==> src/rtl/result_stream_reader.sv <==
`default_nettype none
// ============================================================================
// Module   : result_stream_reader
// Sweeps a contiguous row range of the result BRAM and returns each row as a
// valid/ready stream, hiding BRAM read latency behind a credit-limited FIFO.
// Revision : 1.0 - initial release
// ============================================================================
module result_stream_reader #(
  parameter int PE_COUNT   = 4,
  parameter int DATA_WIDTH = 32,
  parameter int BRAM_DEPTH = 1024,
  parameter int ADDR_WIDTH = $clog2(BRAM_DEPTH),
  parameter int RD_LATENCY = 2,
  parameter int FIFO_DEPTH = 8
) (
  input  logic                           clk,
  input  logic                           rst,
  input  logic                           start,
  input  logic [ADDR_WIDTH-1:0]          base_addr,
  input  logic [ADDR_WIDTH:0]            length,
  output logic                           busy,
  output logic                           done,
  output logic [ADDR_WIDTH-1:0]          bram_r_r_addr,
  input  logic [PE_COUNT*DATA_WIDTH-1:0] bram_r_r_data,
  output logic [PE_COUNT*DATA_WIDTH-1:0] m_tdata,
  output logic                           m_tvalid,
  input  logic                           m_tready,
  output logic                           m_tlast
);
  localparam int ROW_W = PE_COUNT * DATA_WIDTH;
  localparam int PTR_W = $clog2(FIFO_DEPTH);
  localparam int CNT_W = $clog2(FIFO_DEPTH + 1);
  localparam logic [ADDR_WIDTH-1:0] ADDR_LAST = ADDR_WIDTH'(BRAM_DEPTH - 1);
  localparam logic [ADDR_WIDTH-1:0] ADDR_ONE  = ADDR_WIDTH'(1);
  localparam logic [ADDR_WIDTH:0]   LEN_ONE   = (ADDR_WIDTH + 1)'(1);
  localparam logic [PTR_W-1:0]      PTR_ONE   = PTR_W'(1);
  localparam logic [CNT_W-1:0]      CNT_ONE   = CNT_W'(1);
  localparam logic [CNT_W:0]        CREDITS   = (CNT_W + 1)'(FIFO_DEPTH);

  typedef enum logic [1:0] {
    S_IDLE  = 2'd0,
    S_RUN   = 2'd1,
    S_DRAIN = 2'd2,
    S_DONE  = 2'd3
  } state_t;

  state_t                state_q, state_d;
  logic [ADDR_WIDTH-1:0] addr_q, addr_d;
  logic [ADDR_WIDTH:0]   rem_q, rem_d;
  logic [CNT_W-1:0]      infl_q, infl_d;
  logic [CNT_W-1:0]      count_q, count_d;
  logic [RD_LATENCY:0]   tag_q, last_q;
  logic [ROW_W-1:0]      fifo_data_q [FIFO_DEPTH];
  logic [FIFO_DEPTH-1:0] fifo_last_q;
  logic [PTR_W-1:0]      wr_q, rd_q;
  logic                  issue, issue_last, capture, pop, credit_ok;

  // Rows already in the FIFO plus rows still in the BRAM pipe must fit.
  assign credit_ok = ({1'b0, count_q} + {1'b0, infl_q}) < CREDITS;
  assign capture   = tag_q[RD_LATENCY];
  assign pop       = m_tvalid & m_tready;

  always_comb begin
    state_d    = state_q;
    addr_d     = addr_q;
    rem_d      = rem_q;
    issue      = 1'b0;
    issue_last = 1'b0;
    case (state_q)
      S_IDLE: begin
        if (start) begin
          if (length == '0) begin
            state_d = S_DONE;
          end else begin
            // The first read goes out on the accepting edge itself.
            issue      = 1'b1;
            issue_last = (length == LEN_ONE);
            addr_d     = base_addr;
            rem_d      = length - LEN_ONE;
            state_d    = (length == LEN_ONE) ? S_DRAIN : S_RUN;
          end
        end
      end
      S_RUN: begin
        if (credit_ok) begin
          issue      = 1'b1;
          issue_last = (rem_q == LEN_ONE);
          addr_d     = (addr_q == ADDR_LAST) ? '0 : addr_q + ADDR_ONE;
          rem_d      = rem_q - LEN_ONE;
          if (rem_q == LEN_ONE) state_d = S_DRAIN;
        end
      end
      S_DRAIN: begin
        if (pop && m_tlast) state_d = S_DONE;
      end
      default: state_d = S_IDLE;
    endcase
  end

  always_comb begin
    infl_d = infl_q;
    case ({issue, capture})
      2'b10:   infl_d = infl_q + CNT_ONE;
      2'b01:   infl_d = infl_q - CNT_ONE;
      default: infl_d = infl_q;
    endcase
    count_d = count_q;
    case ({capture, pop})
      2'b10:   count_d = count_q + CNT_ONE;
      2'b01:   count_d = count_q - CNT_ONE;
      default: count_d = count_q;
    endcase
  end

  // Tag stage 0 lines up with the cycle the issued address is on the bus.
  always_ff @(posedge clk or posedge rst) begin
    if (rst) begin
      state_q <= S_IDLE;
      addr_q  <= '0;
      rem_q   <= '0;
      infl_q  <= '0;
      tag_q   <= '0;
      last_q  <= '0;
    end else begin
      state_q <= state_d;
      addr_q  <= addr_d;
      rem_q   <= rem_d;
      infl_q  <= infl_d;
      tag_q   <= {tag_q[RD_LATENCY-1:0], issue};
      last_q  <= {last_q[RD_LATENCY-1:0], issue_last};
    end
  end

  always_ff @(posedge clk or posedge rst) begin
    if (rst) begin
      for (int i = 0; i < FIFO_DEPTH; i++) fifo_data_q[i] <= '0;
      fifo_last_q <= '0;
      wr_q        <= '0;
      rd_q        <= '0;
      count_q     <= '0;
    end else begin
      if (capture) begin
        fifo_data_q[wr_q] <= bram_r_r_data;
        fifo_last_q[wr_q] <= last_q[RD_LATENCY];
        wr_q              <= wr_q + PTR_ONE;
      end
      if (pop) rd_q <= rd_q + PTR_ONE;
      count_q <= count_d;
    end
  end

  assign busy          = (state_q == S_RUN) || (state_q == S_DRAIN);
  assign done          = (state_q == S_DONE);
  assign bram_r_r_addr = addr_q;
  assign m_tvalid      = (count_q != '0);
  assign m_tdata       = fifo_data_q[rd_q];
  assign m_tlast       = m_tvalid & fifo_last_q[rd_q];

endmodule
`default_nettype wire

==> config.mk <==
export PLATFORM = sky130hd
export DESIGN_NAME = result_stream_reader
export DESIGN_NICKNAME = d
export VERILOG_FILES = /design/src/rtl/result_stream_reader.sv
export SDC_FILE = /design/constraint.sdc
export NUM_CORES = 2
export LEC_CHECK = 0
export BUFFER_PORTS_ARGS = -buffer_cell sky130_fd_sc_hd__buf_2
export CAP_MARGIN = 20
export CORE_MARGIN = 2
export CORE_UTILIZATION = 50
export DETAILED_ROUTE_END_ITERATION = 10
export PLACE_DENSITY = 0.76
export SKIP_CTS_REPAIR_TIMING = 1
export SYNTH_ARGS = -nofsm -noshare
export SYNTH_HDL_FRONTEND = slang
export SYNTH_SLANG_ARGS = --single-unit
==> constraint.sdc <==
create_clock -name clk -period 45 [get_ports clk]
set_input_delay 9 -clock clk [delete_from_list [all_inputs] [get_ports clk]]
set_output_delay 9 -clock clk [all_outputs]
set_load 0.02 [all_outputs]
==> Yosys cells after proc, flatten, opt, wreduce, memory -nomap -nowiden <==
Cells that the tools add are included.
{ "classes": {"mux": 37, "order_cmp": 7, "n_eq_ne": 15, "n_mul": 0, "shifts": 0, "n_reduce_logical": 12, "n_div": 0, "bitwise_logic": 4, "n_addsub": 10} }
{ "op_table": {"columns": ["cell", "n"], "rows": [
  ["$bwmux 1024", 1],
  ["$bmux 128 s3", 1],
  ["$demux 128 s3", 1],
  ["$mux 128", 3],
  ["$mux 10", 4],
  ["$mux 11", 3],
  ["$eq 11x1->1 const B", 2],
  ["$pmux 11 s2", 1],
  ["$sub 11x1->11 const B", 2],
  ["$pmux 10 s2", 1],
  ["$pmux 4 s2", 2],
  ["$mux 2", 6],
  ["$logic_not 11->1", 1],
  ["$add 10x1->10 const B", 1],
  ["$eq 10x10->1 const B", 1],
  ["$ne 2x2->1 const B", 5],
  ["$add 4x1->4 const B", 2],
  ["$bwmux 8", 1],
  ["$eq 2x2->1 const B", 4],
  ["$ge 4x4->1 const B", 2],
  ["$lt 3x4->1 const B", 2],
  ["$mux 1", 8],
  ["$not 3->4", 2],
  ["$reduce_and 4->1", 2],
  ["17 further kinds", 27]
]} }
{ "word_totals": {"input_bits": 153, "out_inout_bits": 142, "latchBits": 0, "word_cells": 103, "regBits": 1075, "ramBits": 0, "romBits": 0, "mem_count": 0} }

==> Logic depth before layout (Yosys ltp) <==
{ "logic_depth": {"depth_word": 6, "mapped_depth": 12, "mapped_depth_nobuf": 11} }

==> Worst setup path before layout <==
No wires, ideal clock.
{ "synth_path": {"path_kind": "input port to flip-flop", "start": "in length[8]", "end": "reg infl_q[3]", "setup_ns": 0.125, "path_slack_ns": 33.776, "required_ns": 44.875, "arrival_time_ns": 11.099, "path_stages": 11, "path_cell_list": "or4_1 nor3_4 nand2_1 a32oi_1 ha_1 ha_1 a21o_1 a21oi_1 xnor2_1 nor2_1 xor2_1"} }
{ "synth_via": {"elab_chain_len": 6, "elab_cells_between_ends": 8, "classes_between": "2 x eq/ne; 4 x mux; 2 x reduce/logical"} }
{ "synth_rtl": {"columns": ["item", "line_no", "source"], "rows": [
  ["start, declared", "20", "input logic [ADDR_WIDTH:0] length,"],
  ["$logic_not 11->1 (*)", "72", "if (length == '0) begin"],
  ["$mux 1 (*)", "72", null],
  ["$mux 1 (*)", "71", "if (start) begin"],
  ["$pmux 1 s2 (*)", "69", "case (state_q)"],
  ["$eq 2x1->1 / $eq 2x2->1 (equally long branches)", "102", "case ({issue, capture})"],
  ["$pmux 4 s2 / $reduce_bool 2->1 (equally long branches)", null, null],
  ["end signal, assigned", "128", "infl_q <= infl_d;"],
  ["end, declared", "50", "logic [CNT_W-1:0] infl_q, infl_d;"]
]} }
Mark *: on every way between the ends. The rest lies on a longest branch, timed or not.
A chain may end at the register's enable or synchronous reset.

==> Worst setup path after layout <==
{ "layout_path": {"start": "reg rd_q[0]", "end": "out m_tdata[17]"} }
{ "layout_via": {"elab_chain_len": 4} }
{ "layout_rtl": {"columns": ["item", "line_no", "source"], "rows": [
  ["start, declared", "55", "logic [PTR_W-1:0] wr_q, rd_q;"],
  ["start signal, assigned", "147", "if (pop) rd_q <= rd_q + PTR_ONE;"],
  ["$not 3->4 (not written as such)", "156", "assign m_tdata = fifo_data_q[rd_q];"],
  ["$bmux 128 s3", "156", null],
  ["$mux 128 (not written as such) (2 in series)", "156", null],
  ["end, declared", "25", "output logic [PE_COUNT*DATA_WIDTH-1:0] m_tdata,"]
]} }
No other way between the ends. The select of a mux whose other input is x is not followed.

==> summary.txt <==
Outcome
  – Status: complete, no violations

Synthesis
  – Gate Count Post-Synth: 2955
  – Synthesized net count: 3132
  – Yosys warning total: 0
  – Post-synth top cells: mux2_2, dfrtp_1, mux4_2
  – Mapped cell area: 48440 sq um
  – Predominant post-synthesis flop cell: dfrtp_1
  – Yosys reg bits: 1075
  – Top-area cell type share of the netlist area: 55.54%
  – Distinct cells, synth: 55
  – Synthesized area per cell: 16.39 sq um
  – FFs w/ async S/R, synth: 100.0%
  – EDFF count, synth: 0
  – Area contributors post-synth: dfrtp_1, mux2_2, mux4_2
  – Sequential area share after synthesis: 55.54%
  – Most common cell in the synthesized netlist: mux2_2
  – Yosys top cell by area: dfrtp_1

Worst setup path
  – Nature of the critical path endpoint: output pin
  – CP Cell Sequence: buf_4, buf_4, buf_4, mux4_2, mux2_2, buf_2
  – Worst Path Arrival: 5.16 ns
  – Crit Path Max Fanout: 50
  – Slowest CP cell: dfrtp_4
  – Crit-path max cell delay: 0.97 ns
  – Crit. path cell count: 6
  – Reg-to-Reg End: state_q[0]$_DFFE_PP0P_
  – CP endpoint: m_tdata[17]
  – RR Startpoint: rd_q[0]$_DFFE_PP0P_
  – Critical path startpoint: rd_q[0]$_DFFE_PP0P_
  – WS Path Type: flop to output pin
  – FF-to-FF setup slack: 41.44 ns
  – Worst Reg-to-Reg Cells: 6
  – Critical Path RT: 36.00 ns
  – Cell family with most CP delay: buffers and inverters
  – CP Launch Type: flop
  – Crit path buf inv count: 4
  – CP most frequent cell: buf_4

Routing
  – DR pass1 iterations: 5
  – Average vias per placed instance: 5.789
  – Via count: 26.57k
  – Number of DRC markers in iteration 0: 1475
  – Drt drc: 0
  – Wire length per cell: 22.77 um
  – Final WL: 104500 um
  – Final ANT Viol Nets: 0

Floorplan
  – Initial Util: 50.31%
  – Die width: 315.2 um
  – Die Ht: 315.2 um
  – Die area: 99380 sq um
  – Core area: 96280 sq um
  – Num rows: 114
  – Number of I/O pins: 295

Run
  – Max Cap Viol: 0

Power and ir drop
  – LEAKAGE: 25.20 nW
  – Combinational power share: 25.3%
  – Power Density: 47.65 nW/um^2
  – Register share of total power: 39.7%
  – Clock power frac: 35.0%
  – P_int: 1.846 mW
  – Sw power: 0.7646 mW
  – Maximum vdd drop: 0.03633 mV
  – Sw Share: 29.28%

Layout
  – Design area: 54800 sq um
  – Finished Layout Cells: 4590
  – Final net count: 3396
  – Syn-to-layout area delta: 13.14%
  – Share of cells above drive strength 1: 59.13%
  – End-of-flow core utilization: 56.92%

Placement
  – Placed insts: 4381
  – Area post-placement: 51080 sq um
  – DP HPWL: 60250 um
  – RePlAce Congestion: 0.7869
  – Pre-CTS setup slack: 31.37 ns
  – PortBufs: 294

STA
  – Clock Skews: 0.02486 ns
  – Unrepaired setup endpoints after global routing: false
  – Crit share post-route: 31.47%
  – Setup violations, final: 0
  – Final worst slack: 30.84 ns
  – Crit path time final: 14.16 ns
  – Tightest Pin Transition: 1.101 ns
  – Setup TNS Final: 0 ns
  – Hold Fails Final Rpt: 0
  – Max-slew headroom: 26.58%
  – Fmax: 70.61 MHz
  – Max-slew violations: 0

Clock tree
  – CTS tree: built
  – Clk slew on worst S/H paths: 0.06 ns
  – TritonCTS Buffers: 109
  – Clk_lat worst skew: 0.68 ns
  – Bufs on Longest Clock Path: 3
  – Root buf cell: clkbuf_16
  – Htree depth: 3
  – # clock sinks: 1075

GRT
  – Initial antenna violation count: 16
  – Vias in the first global route: 28.69k
  – First-pass GRT wire length: 165600 um
  – Largest net degree at the start of global routing: 182
  – Total grt overflow: 0
  – All-Layer GR Usage: 21.27%

Min path
  – Hold Crit Class: flop to flop
-- per-layer routing --
| metal | GRT usage [%] | share of wire, % | up-vias |
|---|---|---|---|
| met1 | 28.65 | 44 | 14320 |
| met5 | 0 | 0.11 | - |
| met3 | 4.177 | 4.1 | 161 |
| met4 | 6.331 | 2.4 | 18 |
| met2 | 35.15 | 50 | 419 |
| li1 | - | - | 11660 |
-- metrics by stage --
| stage | hold WS (ns) | total power [mW] |
|---|---|---|
| 2_1_floorplan | 0.3312 | 1.535 |
| 3_3_place_gp | 0.3328 | 1.717 |
| 3_5_place_dp | 0.3402 | 1.724 |
| 4_1_cts | 0.3510 | 2.645 |
| 5_1_grt | 0.3617 | 2.724 |
| 6_report | 0.3495 | 2.611 |
-- logic make-up after synthesis --
family / after synthesis / share of synthesized area, %
compound gates: 75 / 0.9972
xor+xnor: 21 / 0.3797
fa+ha+maj: 24 / 0.6510
buf+inv: 219 / 2.046
flops: 1075 / 55.54
mux: 1426 / 39.14
simple gates: 115 / 1.248
-- worst min-delay path by stage --
stage	slack, ns	to	from	cells past startpoint
after floorplan	0.33	last_q[1]$_DFF_PP0_	last_q[0]$_DFF_PP0_	0
after global placement	0.33	tag_q[2]$_DFF_PP0_	tag_q[1]$_DFF_PP0_	0
after detailed placement	0.34	tag_q[2]$_DFF_PP0_	tag_q[1]$_DFF_PP0_	0
after CTS	0.35	tag_q[2]$_DFF_PP0_	tag_q[1]$_DFF_PP0_	0
after global routing	0.36	tag_q[2]$_DFF_PP0_	tag_q[1]$_DFF_PP0_	0
final	0.35	tag_q[2]$_DFF_PP0_	tag_q[1]$_DFF_PP0_	0
-- worst register-to-register path: cells and delay by family (launching register included) --
kind / cells / cell delay [ns]
mux: 3 / 1.35
flops: 1 / 0.97
buf+inv: 1 / 0.83
simple gates: 1 / 0.16
compound gates: 1 / 0.15
-- sequential cells by signal, indices dropped and copies added (netlist names) --
register	cells
bram_r_r_addr	10
count_q	4
fifo_data_q	1024
fifo_last_q	8
infl_q	4
last_q	3
rd_q	3
rem_q	11
state_q	2
tag_q	3
wr_q	3
-- final cells by class --
cell class	count	area, sq um
clock buffer	164	3204
fill	7446	41480
tap	1276	1597
clock inverter	34	417.9
sequential	1075	26910
inverter	22	90.09
antenna	8	20.02
timing repair buffer	350	1989
multi-input combinational	1661	20570
-- cells in the final DEF (no fill, tap or decap), drive strengths merged, types with 2 or more instances in the layout --
| cell type | Yosys | final |
|---|---|---|
| a31oi | 3 | 3 |
| nor3 | 12 | 12 |
| nor4 | 5 | 5 |
| o211ai | 5 | 5 |
| a22o | 4 | 4 |
| nand2 | 37 | 37 |
| or4 | 8 | 8 |
| o41ai | 2 | 2 |
| inv | 22 | 24 |
| buf | 149 | 350 |
| nand4 | 4 | 4 |
| nand2b | 4 | 4 |
| and3 | 2 | 2 |
| mux2i | 5 | 5 |
| o21ai | 22 | 22 |
| mux2 | 1163 | 1163 |
| nand3b | 2 | 2 |
| ha | 22 | 22 |
| a21o | 2 | 2 |
| dfrtp | 1075 | 1075 |
| bufinv | 0 | 9 |
| nand4b | 5 | 5 |
| clkbuf | 48 | 164 |
| o22ai | 5 | 5 |
| diode | 0 | 8 |
| xor2 | 10 | 10 |
| or3 | 2 | 2 |
| xnor2 | 11 | 11 |
| mux4 | 258 | 258 |
| nor2 | 15 | 15 |
| nor3b | 3 | 3 |
| clkinv | 0 | 20 |
| clkinvlp | 0 | 3 |
| a21oi | 17 | 17 |
| fa | 2 | 2 |
| nand3 | 13 | 13 |
| o2bb2ai | 2 | 2 |
-- power by group through the flow --
stage                     registers [mW]  logic [mW]  clock network [mW]
after global routing                1.04       0.704               0.979
final                               1.04       0.660               0.915
after floorplan                     1.02       0.513                   0
after global placement              1.05       0.664                   0
after detailed placement            1.05       0.669                   0
after CTS                           1.04       0.672               0.937
(Power assumes the default switching activity.)
